### src/rtl/uart_program_loader_if.sv
// Memory write port between the UART program loader and the CPU's BRAM.
// The loader drives all three signals; the memory only observes them.
interface uart_program_loader_if;
    logic [31:0] mem_address;
    logic [31:0] mem_write_data;
    logic        mem_write_en;

    modport master (
        output mem_address,
        output mem_write_data,
        output mem_write_en
    );

    modport slave (
        input mem_address,
        input mem_write_data,
        input mem_write_en
    );
endinterface

### src/rtl/uart_program_loader.sv
// Serial boot loader: receives a length-prefixed image over an 8N1 UART,
// packs little-endian 32-bit words, writes them into program memory and
// keeps the CPU in reset until a complete, well-formed image has landed.
// CLK_FREQ_HZ / BAUD must be at least 4 clocks per bit.
module uart_program_loader #(
    parameter int CLK_FREQ_HZ  = 100000000,
    parameter int BAUD         = 115200,
    parameter int NUM_OF_BYTES = 800
) (
    input  logic                  clk,
    input  logic                  reset,
    input  logic                  RxD,
    input  logic                  start,
    uart_program_loader_if.master mem,
    output logic                  cpu_hold,
    output logic                  load_done,
    output logic                  load_error
);

    localparam int          CLKS_PER_BIT = CLK_FREQ_HZ / BAUD;
    localparam logic [31:0] BIT_LAST     = 32'(CLKS_PER_BIT - 1);
    localparam logic [31:0] HALF_LAST    = 32'(CLKS_PER_BIT / 2 - 1);
    localparam logic [31:0] MAX_LEN      = 32'(NUM_OF_BYTES);

    typedef enum logic [1:0] {
        RX_IDLE,
        RX_START,
        RX_DATA,
        RX_STOP
    } rx_state_e;

    typedef enum logic [2:0] {
        L_IDLE,
        L_LEN,
        L_DATA,
        L_DONE,
        L_ERROR
    } ld_state_e;

    // A length is unusable if empty, larger than memory, or not whole words.
    function automatic logic len_is_bad(input logic [31:0] len);
        return (len == 32'd0) || (len > MAX_LEN) || (len[1:0] != 2'b00);
    endfunction

    // ---------------- RxD synchronizer ----------------
    logic rxd_meta_q;
    logic rxd_sync_q;
    logic rxd_prev_q;

    // Two-flop synchronizer plus a history flop used to spot falling edges.
    always_ff @(posedge clk or negedge reset) begin
        if (!reset) begin
            rxd_meta_q <= 1'b1;
            rxd_sync_q <= 1'b1;
            rxd_prev_q <= 1'b1;
        end else begin
            rxd_meta_q <= RxD;
            rxd_sync_q <= rxd_meta_q;
            rxd_prev_q <= rxd_sync_q;
        end
    end

    // ---------------- RX bit engine ----------------
    rx_state_e   rx_state_q, rx_state_d;
    logic [31:0] rx_cnt_q, rx_cnt_d;
    logic [2:0]  rx_bit_q, rx_bit_d;
    logic [7:0]  rx_shift_q, rx_shift_d;
    logic        byte_valid_q, byte_valid_d;
    logic        frame_err_q, frame_err_d;

    // RX engine state, bit timer, shift register and one-cycle result pulses.
    always_ff @(posedge clk or negedge reset) begin
        if (!reset) begin
            rx_state_q   <= RX_IDLE;
            rx_cnt_q     <= 32'd0;
            rx_bit_q     <= 3'd0;
            rx_shift_q   <= 8'd0;
            byte_valid_q <= 1'b0;
            frame_err_q  <= 1'b0;
        end else begin
            rx_state_q   <= rx_state_d;
            rx_cnt_q     <= rx_cnt_d;
            rx_bit_q     <= rx_bit_d;
            rx_shift_q   <= rx_shift_d;
            byte_valid_q <= byte_valid_d;
            frame_err_q  <= frame_err_d;
        end
    end

    // RX next state: half-bit start check, eight LSB-first data samples, stop check.
    always_comb begin
        rx_state_d   = rx_state_q;
        rx_cnt_d     = rx_cnt_q;
        rx_bit_d     = rx_bit_q;
        rx_shift_d   = rx_shift_q;
        byte_valid_d = 1'b0;
        frame_err_d  = 1'b0;
        case (rx_state_q)
            RX_IDLE: begin
                rx_cnt_d = 32'd0;
                rx_bit_d = 3'd0;
                if (rxd_prev_q && !rxd_sync_q) begin
                    rx_state_d = RX_START;
                end else begin
                    rx_state_d = RX_IDLE;
                end
            end
            RX_START: begin
                if (rx_cnt_q == HALF_LAST) begin
                    rx_cnt_d = 32'd0;
                    // Line already back high mid start bit: a glitch, not a frame.
                    if (rxd_sync_q) begin
                        rx_state_d = RX_IDLE;
                    end else begin
                        rx_state_d = RX_DATA;
                    end
                end else begin
                    rx_cnt_d = rx_cnt_q + 32'd1;
                end
            end
            RX_DATA: begin
                if (rx_cnt_q == BIT_LAST) begin
                    rx_cnt_d   = 32'd0;
                    rx_shift_d = {rxd_sync_q, rx_shift_q[7:1]};
                    rx_bit_d   = rx_bit_q + 3'd1;
                    if (rx_bit_q == 3'd7) begin
                        rx_state_d = RX_STOP;
                    end else begin
                        rx_state_d = RX_DATA;
                    end
                end else begin
                    rx_cnt_d = rx_cnt_q + 32'd1;
                end
            end
            RX_STOP: begin
                if (rx_cnt_q == BIT_LAST) begin
                    rx_cnt_d   = 32'd0;
                    rx_state_d = RX_IDLE;
                    if (rxd_sync_q) begin
                        byte_valid_d = 1'b1;
                    end else begin
                        frame_err_d = 1'b1;
                    end
                end else begin
                    rx_cnt_d = rx_cnt_q + 32'd1;
                end
            end
            default: begin
                rx_state_d = RX_IDLE;
                rx_cnt_d   = 32'd0;
                rx_bit_d   = 3'd0;
            end
        endcase
    end

    // ---------------- Loader FSM ----------------
    ld_state_e   ld_state_q, ld_state_d;
    logic [31:0] byte_cnt_q, byte_cnt_d;
    logic [31:0] len_q, len_d;
    logic [31:0] word_q, word_d;
    logic [31:0] mem_address_q, mem_address_d;
    logic [31:0] mem_write_data_q, mem_write_data_d;
    logic        mem_write_en_q, mem_write_en_d;
    logic        cpu_hold_q, cpu_hold_d;
    logic        load_done_q, load_done_d;
    logic        load_error_q, load_error_d;

    // Bytes arrive LSB-first, so shifting in from the top leaves little-endian order.
    logic [31:0] new_len_s;
    logic [31:0] new_word_s;
    assign new_len_s  = {rx_shift_q, len_q[31:8]};
    assign new_word_s = {rx_shift_q, word_q[31:8]};

    // Loader state, counters and all registered outputs.
    always_ff @(posedge clk or negedge reset) begin
        if (!reset) begin
            ld_state_q       <= L_IDLE;
            byte_cnt_q       <= 32'd0;
            len_q            <= 32'd0;
            word_q           <= 32'd0;
            mem_address_q    <= 32'd0;
            mem_write_data_q <= 32'd0;
            mem_write_en_q   <= 1'b0;
            cpu_hold_q       <= 1'b0;
            load_done_q      <= 1'b0;
            load_error_q     <= 1'b0;
        end else begin
            ld_state_q       <= ld_state_d;
            byte_cnt_q       <= byte_cnt_d;
            len_q            <= len_d;
            word_q           <= word_d;
            mem_address_q    <= mem_address_d;
            mem_write_data_q <= mem_write_data_d;
            mem_write_en_q   <= mem_write_en_d;
            cpu_hold_q       <= cpu_hold_d;
            load_done_q      <= load_done_d;
            load_error_q     <= load_error_d;
        end
    end

    // Loader next state: arm, collect length, pack and write words, finish or abort.
    always_comb begin
        ld_state_d       = ld_state_q;
        byte_cnt_d       = byte_cnt_q;
        len_d            = len_q;
        word_d           = word_q;
        mem_write_data_d = mem_write_data_q;
        mem_write_en_d   = 1'b0;
        cpu_hold_d       = cpu_hold_q;
        load_done_d      = load_done_q;
        load_error_d     = load_error_q;
        // The address stays on the written word during the strobe, then steps on.
        if (mem_write_en_q) begin
            mem_address_d = mem_address_q + 32'd4;
        end else begin
            mem_address_d = mem_address_q;
        end
        case (ld_state_q)
            L_IDLE, L_DONE, L_ERROR: begin
                // Received bytes are ignored here; only start matters.
                if (start) begin
                    ld_state_d    = L_LEN;
                    cpu_hold_d    = 1'b1;
                    load_done_d   = 1'b0;
                    load_error_d  = 1'b0;
                    byte_cnt_d    = 32'd0;
                    len_d         = 32'd0;
                    word_d        = 32'd0;
                    mem_address_d = 32'd0;
                end else begin
                    ld_state_d = ld_state_q;
                end
            end
            L_LEN: begin
                if (frame_err_q) begin
                    ld_state_d   = L_ERROR;
                    load_error_d = 1'b1;
                end else if (byte_valid_q) begin
                    len_d = new_len_s;
                    if (byte_cnt_q == 32'd3) begin
                        byte_cnt_d = 32'd0;
                        if (len_is_bad(new_len_s)) begin
                            ld_state_d   = L_ERROR;
                            load_error_d = 1'b1;
                        end else begin
                            ld_state_d = L_DATA;
                        end
                    end else begin
                        byte_cnt_d = byte_cnt_q + 32'd1;
                    end
                end else begin
                    ld_state_d = L_LEN;
                end
            end
            L_DATA: begin
                if (frame_err_q) begin
                    // The partially assembled word is dropped and never written.
                    ld_state_d   = L_ERROR;
                    load_error_d = 1'b1;
                end else if (byte_valid_q) begin
                    word_d     = new_word_s;
                    byte_cnt_d = byte_cnt_q + 32'd1;
                    if (byte_cnt_q[1:0] == 2'd3) begin
                        mem_write_data_d = new_word_s;
                        mem_write_en_d   = 1'b1;
                    end else begin
                        mem_write_en_d = 1'b0;
                    end
                end else if (mem_write_en_q && (byte_cnt_q == len_q)) begin
                    // Final word is being written this cycle: release the CPU.
                    ld_state_d  = L_DONE;
                    cpu_hold_d  = 1'b0;
                    load_done_d = 1'b1;
                end else begin
                    ld_state_d = L_DATA;
                end
            end
            default: begin
                ld_state_d = L_IDLE;
                cpu_hold_d = 1'b0;
            end
        endcase
    end

    assign mem.mem_address    = mem_address_q;
    assign mem.mem_write_data = mem_write_data_q;
    assign mem.mem_write_en   = mem_write_en_q;
    assign cpu_hold           = cpu_hold_q;
    assign load_done          = load_done_q;
    assign load_error         = load_error_q;

endmodule

### src/flat_wrapper.sv
// flat-port wrapper written by rule: the top's interface ports become plain ports
module uart_program_loader_flat 
#(
    parameter int CLK_FREQ_HZ  = 100000000,
    parameter int BAUD         = 115200,
    parameter int NUM_OF_BYTES = 800
)
  (clk, reset, RxD, start, cpu_hold, load_done, load_error, mem_mem_address, mem_mem_write_data, mem_mem_write_en);
  uart_program_loader_if mem_i ();
  input  logic clk;
  input  logic reset;
  input  logic RxD;
  input  logic start;
  output logic cpu_hold;
  output logic load_done;
  output logic load_error;
  output wire logic [$bits(mem_i.mem_address)-1:0] mem_mem_address;
  output wire logic [$bits(mem_i.mem_write_data)-1:0] mem_mem_write_data;
  output wire logic [$bits(mem_i.mem_write_en)-1:0] mem_mem_write_en;
  assign mem_mem_address = mem_i.mem_address;
  assign mem_mem_write_data = mem_i.mem_write_data;
  assign mem_mem_write_en = mem_i.mem_write_en;
  uart_program_loader #(.CLK_FREQ_HZ(CLK_FREQ_HZ), .BAUD(BAUD), .NUM_OF_BYTES(NUM_OF_BYTES)) u_core (.clk(clk), .reset(reset), .RxD(RxD), .start(start), .mem(mem_i), .cpu_hold(cpu_hold), .load_done(load_done), .load_error(load_error));
endmodule
### config.mk
export PLATFORM = sky130hd
export DESIGN_NAME = uart_program_loader_flat
export DESIGN_NICKNAME = d
export VERILOG_FILES = /design/src/rtl/uart_program_loader_if.sv /design/src/rtl/uart_program_loader.sv /design/src/flat_wrapper.sv
export SDC_FILE = /design/constraint.sdc
export NUM_CORES = 1
export LEC_CHECK = 0
export ABC_AREA = 0
export CAP_MARGIN = 25
export CORE_MARGIN = 2
export CORE_UTILIZATION = 25
export CTS_BUF_LIST = sky130_fd_sc_hd__clkbuf_4 sky130_fd_sc_hd__clkbuf_8
export DETAILED_ROUTE_END_ITERATION = 8
export PLACE_DENSITY = 0.5
export SETUP_SLACK_MARGIN = 0.15
export SLEW_MARGIN = 5
export SYNTH_ARGS = -nofsm -noshare
export SYNTH_HDL_FRONTEND = slang
export SYNTH_SLANG_ARGS = --single-unit
### constraint.sdc
create_clock -name clk -period 2.65 [get_ports clk]
set_input_delay 0.53 -clock clk [delete_from_list [all_inputs] [get_ports clk]]
set_output_delay 0.53 -clock clk [all_outputs]
set_load 0.01 [all_outputs]
==> results of run 1 <==
[per-layer routing]
metal	global-route usage [%]	wire length (um)	vias to the layer above	part of all wire (%)
met3	2.45	1150	38	4.4
met5	0	0	-	0
met4	3.62	421	0	1.6
met2	19.4	11700	139	45
met1	18.2	12700	3820	49
li1	-	-	3808	-
[logic make-up (layout without fill, tap and decap cells)]
family | count (synthesis) | in the layout | synth area share [%]
other cells | 1 | 2 | 0.0372
xor+xnor | 92 | 92 | 8.00
compound gates | 166 | 166 | 9.92
simple gates | 435 | 435 | 22.0
mux | 47 | 47 | 5.19
buf+inv | 65 | 198 | 2.68
fa+ha+maj | 6 | 6 | 0.745
flops | 207 | 207 | 51.5
[final cells by class]
type                            instances  area share [%]
Sequential cell                       207            41.2
Timing Repair Buffer                  115            9.09
Tap cell                              525            5.22
Clock buffer                           61            6.28
Multi-Input combinational cell        748            37.0
Clock inverter                          8           0.736
Inverter                               14           0.418
[path summary, 6_finish.rpt]
| kind | cells after the start | from | end |
|---|---|---|---|
| max in group asynchronous | 3 | reset | u_core.mem.mem_write_data[18] |
| min reg2reg | 0 | u_core.rxd_meta_q | u_core.rxd_sync_q |
| min in group asynchronous | 2 | reset | u_core.rx_cnt_q[2] |
| max reg2reg | 7 | u_core.rx_cnt_q[0] | u_core.rx_shift_q[1] |
| min | 0 | u_core.rxd_meta_q | u_core.rxd_sync_q |
| max | 7 | u_core.rx_cnt_q[0] | u_core.rx_shift_q[1] |
[registers in the layout (all words and copies together) (netlist names)]
| signal | flops |
|---|---|
| u_core.byte_cnt_q | 32 |
| u_core.len_q | 32 |
| u_core.mem.mem_write_data | 32 |
| u_core.rx_cnt_q | 32 |
| u_core.mem.mem_address | 30 |
| u_core.word_q | 24 |
| u_core.rx_shift_q | 8 |
| u_core.ld_state_q | 3 |
| u_core.rx_bit_q | 3 |
| u_core.rx_state_q | 2 |
| u_core.byte_valid_q | 1 |
| u_core.cpu_hold | 1 |
| u_core.frame_err_q | 1 |
| u_core.load_done | 1 |
| u_core.load_error | 1 |
| u_core.mem.mem_write_en | 1 |
| u_core.rxd_meta_q | 1 |
| u_core.rxd_prev_q | 1 |
| u_core.rxd_sync_q | 1 |
[placed cells by master (no fill, tap or decap), types with 10 or more instances in the layout]
cell type	count
a21oi_1	56
and2_1	10
and3_1	12
and4_1	15
buf_4	37
clkbuf_8	53
clkdlybuf4s50_1	68
dfrtp_1	204
inv_1	14
mux2_2	42
nand2_1	147
nand3_1	34
nand4_1	33
nor2_1	88
nor4_1	24
o21ai_0	56
o31ai_1	15
or3_1	12
or4_1	14
xnor2_1	51
xor2_1	41
[timing repair]
action / 4_1_cts / 5_1_grt
buffers inserted: 0 / 4
endpoints found under the hold margin: 59 / 0
hold buffers: 1 / 0
setup endpoints to repair: 0 / 3
[per-stage QoR]
stage	hold slack (ns)	power (uW)	instance area, um^2	setup WS (ns)
2_1_floorplan	0.234	4450	10100	0.296
3_3_place_gp	0.350	5030	11600	-0.0548
3_5_place_dp	0.353	5040	11600	-0.0738
4_1_cts	0.360	8610	12500	0.244
5_1_grt	0.368	8960	12600	0.302
6_report	0.358	8470	12600	0.379
[power groups by stage]
stage / logic (uW) / clock network, uW / registers [uW]
2_1_floorplan: 704 / 0 / 3740
3_3_place_gp: 1210 / 0 / 3820
3_5_place_dp: 1220 / 0 / 3830
4_1_cts: 1230 / 3610 / 3770
5_1_grt: 1350 / 3790 / 3820
6_report: 1210 / 3490 / 3770
==> impl_metrics.json, run 1 <==
{
  "wire_per_inst_um": 15.5,
  "cp-end-kind": "flop",
  "slew_violations": 0,
  "gp_congestion": 0.809,
  "num_antenna_cells": 0,
  "status": "finished, final reports clean",
  "seqCellArea_mm2": 0.00518,
  "finalHoldViolations": 0,
  "die-area_mm2": 0.0419,
  "finalCritPeriodShare_pct": 85.7,
  "sequentialPowerShare_pct": 44.5,
  "io_pins": 72,
  "cts-root-buf": "clkbuf_8",
  "clockBufferDepth": 3,
  "drc": 0,
  "syn_inst": 1019,
  "hold_path_class": "reg2reg",
  "yosys-top-cells-count": "204 x dfrtp_1, 147 x nand2_1, 89 x nor2_1, 57 x a21oi_1, 56 x o21ai_0",
  "instances_no_fill": 1678,
  "worstMarginPinSlew_ns": 0.607,
  "min_period_ns": 2.27,
  "synth_top_flop_cell": "dfrtp_1",
  "n_fill_cell": 4101,
  "cp_num_buf_inv": 1,
  "p_int_uw": 6090,
  "start_util_pct": 25.4,
  "drive_gt1_share_pct": 16.0,
  "cts.reportedPaths.clkPinSlew_ns": 0.06,
  "drt_iter0_markers": 454,
  "powerDensity_mw_per_mm2": 673,
  "fmax_mhz": 440,
  "grt_pass1_wl_um": 43100,
  "cts_resized": 0,
  "synth_enable_flop_cells": 0,
  "synth.distinct_cells": 64,
  "cpPeakStageDelay_ns": 0.52,
  "cts_tree": "built",
  "p_sw_uw": 2380,
  "path_max_fanout": 8,
  "critPathLaunchType": "flop",
  "cts_max_level": 2,
  "peakVddDrop_mv": 0.267,
  "nets": 1135,
  "clock-skew-final_ns": 0.0187,
  "antenna_found_initial": 0,
  "cp.required_ns": 3.06,
  "comb_power_share_pct": 14.3,
  "rows": 73,
  "drv_cap": 0,
  "yosysSeqAreaShare_pct": 51.5,
  "rrSetupSlack_ns": 0.38,
  "vias": 7805,
  "cp.arrival_ns": 2.68,
  "clock_sinks": 207,
  "die_w_um": 205,
  "die_h_um": 205,
  "grt_pass1_vias": 7869,
  "postSynthAreaPerCell_um2": 9.89,
  "netSwitchingFraction_pct": 28.1,
  "dp_hpwl_um": 17600,
  "finalCoreUtilization_pct": 31.6,
  "criticalPathCategory": "reg2reg",
  "rsz0062_at_grt": "false",
  "worstPathCellList": "ha_1, nand4_1, or4b_4, nor3_4, nor3b_4, buf_12, mux2_2",
  "syn_area_mm2": 0.0101,
  "cts_made_buffers": 39,
  "yosys.area.top_type_share_pct": 50.7,
  "setup_viol": 0,
  "port_buffers": 69,
  "yosysMostFrequentCell": "dfrtp_1",
  "multi_input_area_mm2": 0.00466,
  "leakage_uw": 0.00528,
  "async_flop_share_pct": 100,
  "crit_family": "simple AND/OR/NAND/NOR gates",
  "clkPwrFrac_pct": 41.2,
  "grt_usage_pct": 12.7,
  "drt-total-wl_um": 26000,
  "ant_nets": 0,
  "coreArea_mm2": 0.0397,
  "clock_latency_ns": 0.54,
  "grt_overflow": 0,
  "area_growth_pct": 24.8,
  "slew_headroom_pct": 59.5,
  "synthTopCellsByArea": "dfrtp_1 51%, nand2_1 5.5%, mux2_2 4.7%",
  "vias_per_cell": 4.65,
  "cp_slowest_cell": "or4b_4",
  "grt_max_degree": 72,
  "dr.pass1.iters": 5,
  "placed_cells": 1604,
  "setup-tns-final_ns": 0,
  "yosys_register_bits": 207,
  "yosysWarningCount": 0,
  "netlist.top_cell.by_area": "dfrtp_1"
}
Note: power is estimated with default switching activity, not from simulation.
==> inputs of run 2 (changes only) <==
MAX_ROUTING_LAYER = met4   (was unset)
==> run 2 against run 1 <==
Global-route usage is 0.38 points higher. Flip-flop and latch count unchanged. Cell count unchanged. Critical path depth unchanged. Via count shrank 0.28%. Clock skew down 0.0013 ns. Critical path type unchanged. Highest routed layer unchanged.
==> impl_metrics.json, run 2 (same netlist as run 1, synthesis figures left out) <==
{
  "num_antenna_cells": 0,
  "cp-end-kind": "flop",
  "comb_power_share_pct": 14.3,
  "dp_hpwl_um": 17600,
  "fmax_mhz": 441,
  "slew_violations": 0,
  "die_w_um": 205,
  "final_common_cell": "dfrtp_1",
  "netSwitchingFraction_pct": 28.3,
  "cts.reportedPaths.clkPinSlew_ns": 0.06,
  "rsz0062_at_grt": "false",
  "drt-total-wl_um": 26000,
  "hold_slack_ns": 0.358,
  "clock_latency_ns": 0.54,
  "vias": 7783,
  "start_util_pct": 25.4,
  "io_pins": 72,
  "dr.pass1.iters": 4,
  "sequentialPowerShare_pct": 44.5,
  "vias_per_cell": 4.64,
  "p_int_uw": 6090,
  "drive_gt1_share_pct": 16.0,
  "post-place-ws_ns": -0.0738,
  "finalCoreUtilization_pct": 31.6,
  "cts_max_level": 2,
  "ant_nets": 0,
  "grt_pass1_vias": 7859,
  "setup_ws_ns": 0.383,
  "clock_sinks": 207,
  "cp.required_ns": 3.06,
  "setup_viol": 0,
  "die_h_um": 205,
  "cts_made_buffers": 39,
  "grt_usage_pct": 13.1,
  "setup-tns-final_ns": 0,
  "nets": 1135,
  "drc": 0,
  "hold_path_class": "reg2reg",
  "clkPwrFrac_pct": 41.3,
  "rows": 73,
  "antenna_found_initial": 0,
  "finalHoldViolations": 0,
  "powerDensity_mw_per_mm2": 675,
  "leakage_uw": 0.00528,
  "area_growth_pct": 24.8,
  "finalCritPeriodShare_pct": 85.5,
  "path_max_fanout": 8,
  "cts-root-buf": "clkbuf_8",
  "p_sw_uw": 2400,
  "grt_max_degree": 72,
  "gp_congestion": 0.820,
  "peakVddDrop_mv": 0.266,
  "grt_pass1_wl_um": 43200,
  "instances_no_fill": 1678,
  "criticalPathCategory": "reg2reg",
  "coreArea_mm2": 0.0397,
  "wire_per_inst_um": 15.5,
  "placed_cells": 1604,
  "final_cell_mix": "204 x dfrtp_1, 147 x nand2_1, 88 x nor2_1, 68 x clkdlybuf4s50_1",
  "clock-skew-final_ns": 0.0174,
  "status": "finished, final reports clean",
  "drt_iter0_markers": 441,
  "min_period_ns": 2.27,
  "grt_overflow": 0,
  "drv_cap": 0,
  "slew_headroom_pct": 59.4,
  "clockBufferDepth": 3,
  "cts_tree": "built",
  "die-area_mm2": 0.0419,
  "worstMarginPinSlew_ns": 0.609,
  "cp.arrival_ns": 2.68,
  "port_buffers": 69,
  "critPathLaunchType": "flop"
}
[run 2: cell counts in the layout (fill, tap and decap cells not counted)]
Identical to the previous run, type by type.
[run 2: per-layer routing]
layer  vias to the layer above  global-route usage (%)  routed length (um)
met4                         0                    3.62                 435
met3                        41                    2.45                1100
met1                      3802                    18.2               12900
met5                         -                       -                   0
met2                       134                    19.4               11600
li1                       3806                       -                   -
[run 2: worst max-delay path: stages (launching register included)]
cell	delay, ns
dfrtp_1	0.40
ha_1	0.24
nand4_1	0.11
or4b_4	0.52
nor3_4	0.16
nor3b_4	0.24
buf_12	0.15
mux2_2	0.32
[run 2: final timing paths]
path	from	endpoint	slack [ns]	depth (start not counted)
max in group asynchronous	reset	u_core.mem.mem_write_data[18]	1.38	3
worst max register to register	u_core.rx_cnt_q[0]	u_core.rx_shift_q[1]	0.38	7
worst max-delay path	u_core.rx_cnt_q[0]	u_core.rx_shift_q[1]	0.38	7
worst min-delay path	u_core.rxd_meta_q	u_core.rxd_sync_q	0.36	0
min in group asynchronous	reset	u_core.rx_cnt_q[2]	0.57	2
worst min register to register	u_core.rxd_meta_q	u_core.rxd_sync_q	0.36	0
[run 2: power groups by stage]
stage / Combinational, uW / Clock (uW) / Sequential, uW
floorplan: 704 / 0 / 3740
global route: 1350 / 3800 / 3820
global placement: 1210 / 0 / 3820
finish: 1210 / 3500 / 3770
CTS: 1230 / 3610 / 3770
detailed placement: 1220 / 0 / 3830
[run 2: layout make-up]
cell class	count	area (um^2)
Clock buffer	61	790
Clock inverter	8	92.6
Fill cell	4101	27200
Inverter	14	52.6
Multi-Input combinational cell	748	4660
Sequential cell	207	5180
Tap cell	525	657
Timing Repair Buffer	115	1140
[run 2: timing repair]
| action | 4_1_cts | 5_1_grt |
|---|---|---|
| hold buffers | 1 | 0 |
| gates resized for setup | 0 | 0 |
| setup buffers | 0 | 4 |
| endpoints found under the hold margin | 59 | 0 |
| endpoints found under the setup margin | 0 | 3 |
[run 2: through the flow]
| stage | area, um^2 | total power [uW] |
|---|---|---|
| floorplan | 10100 | 4450 |
| global placement | 11600 | 5030 |
| detailed placement | 11600 | 5040 |
| CTS | 12500 | 8610 |
| global route | 12600 | 8970 |
| finish | 12600 | 8480 |
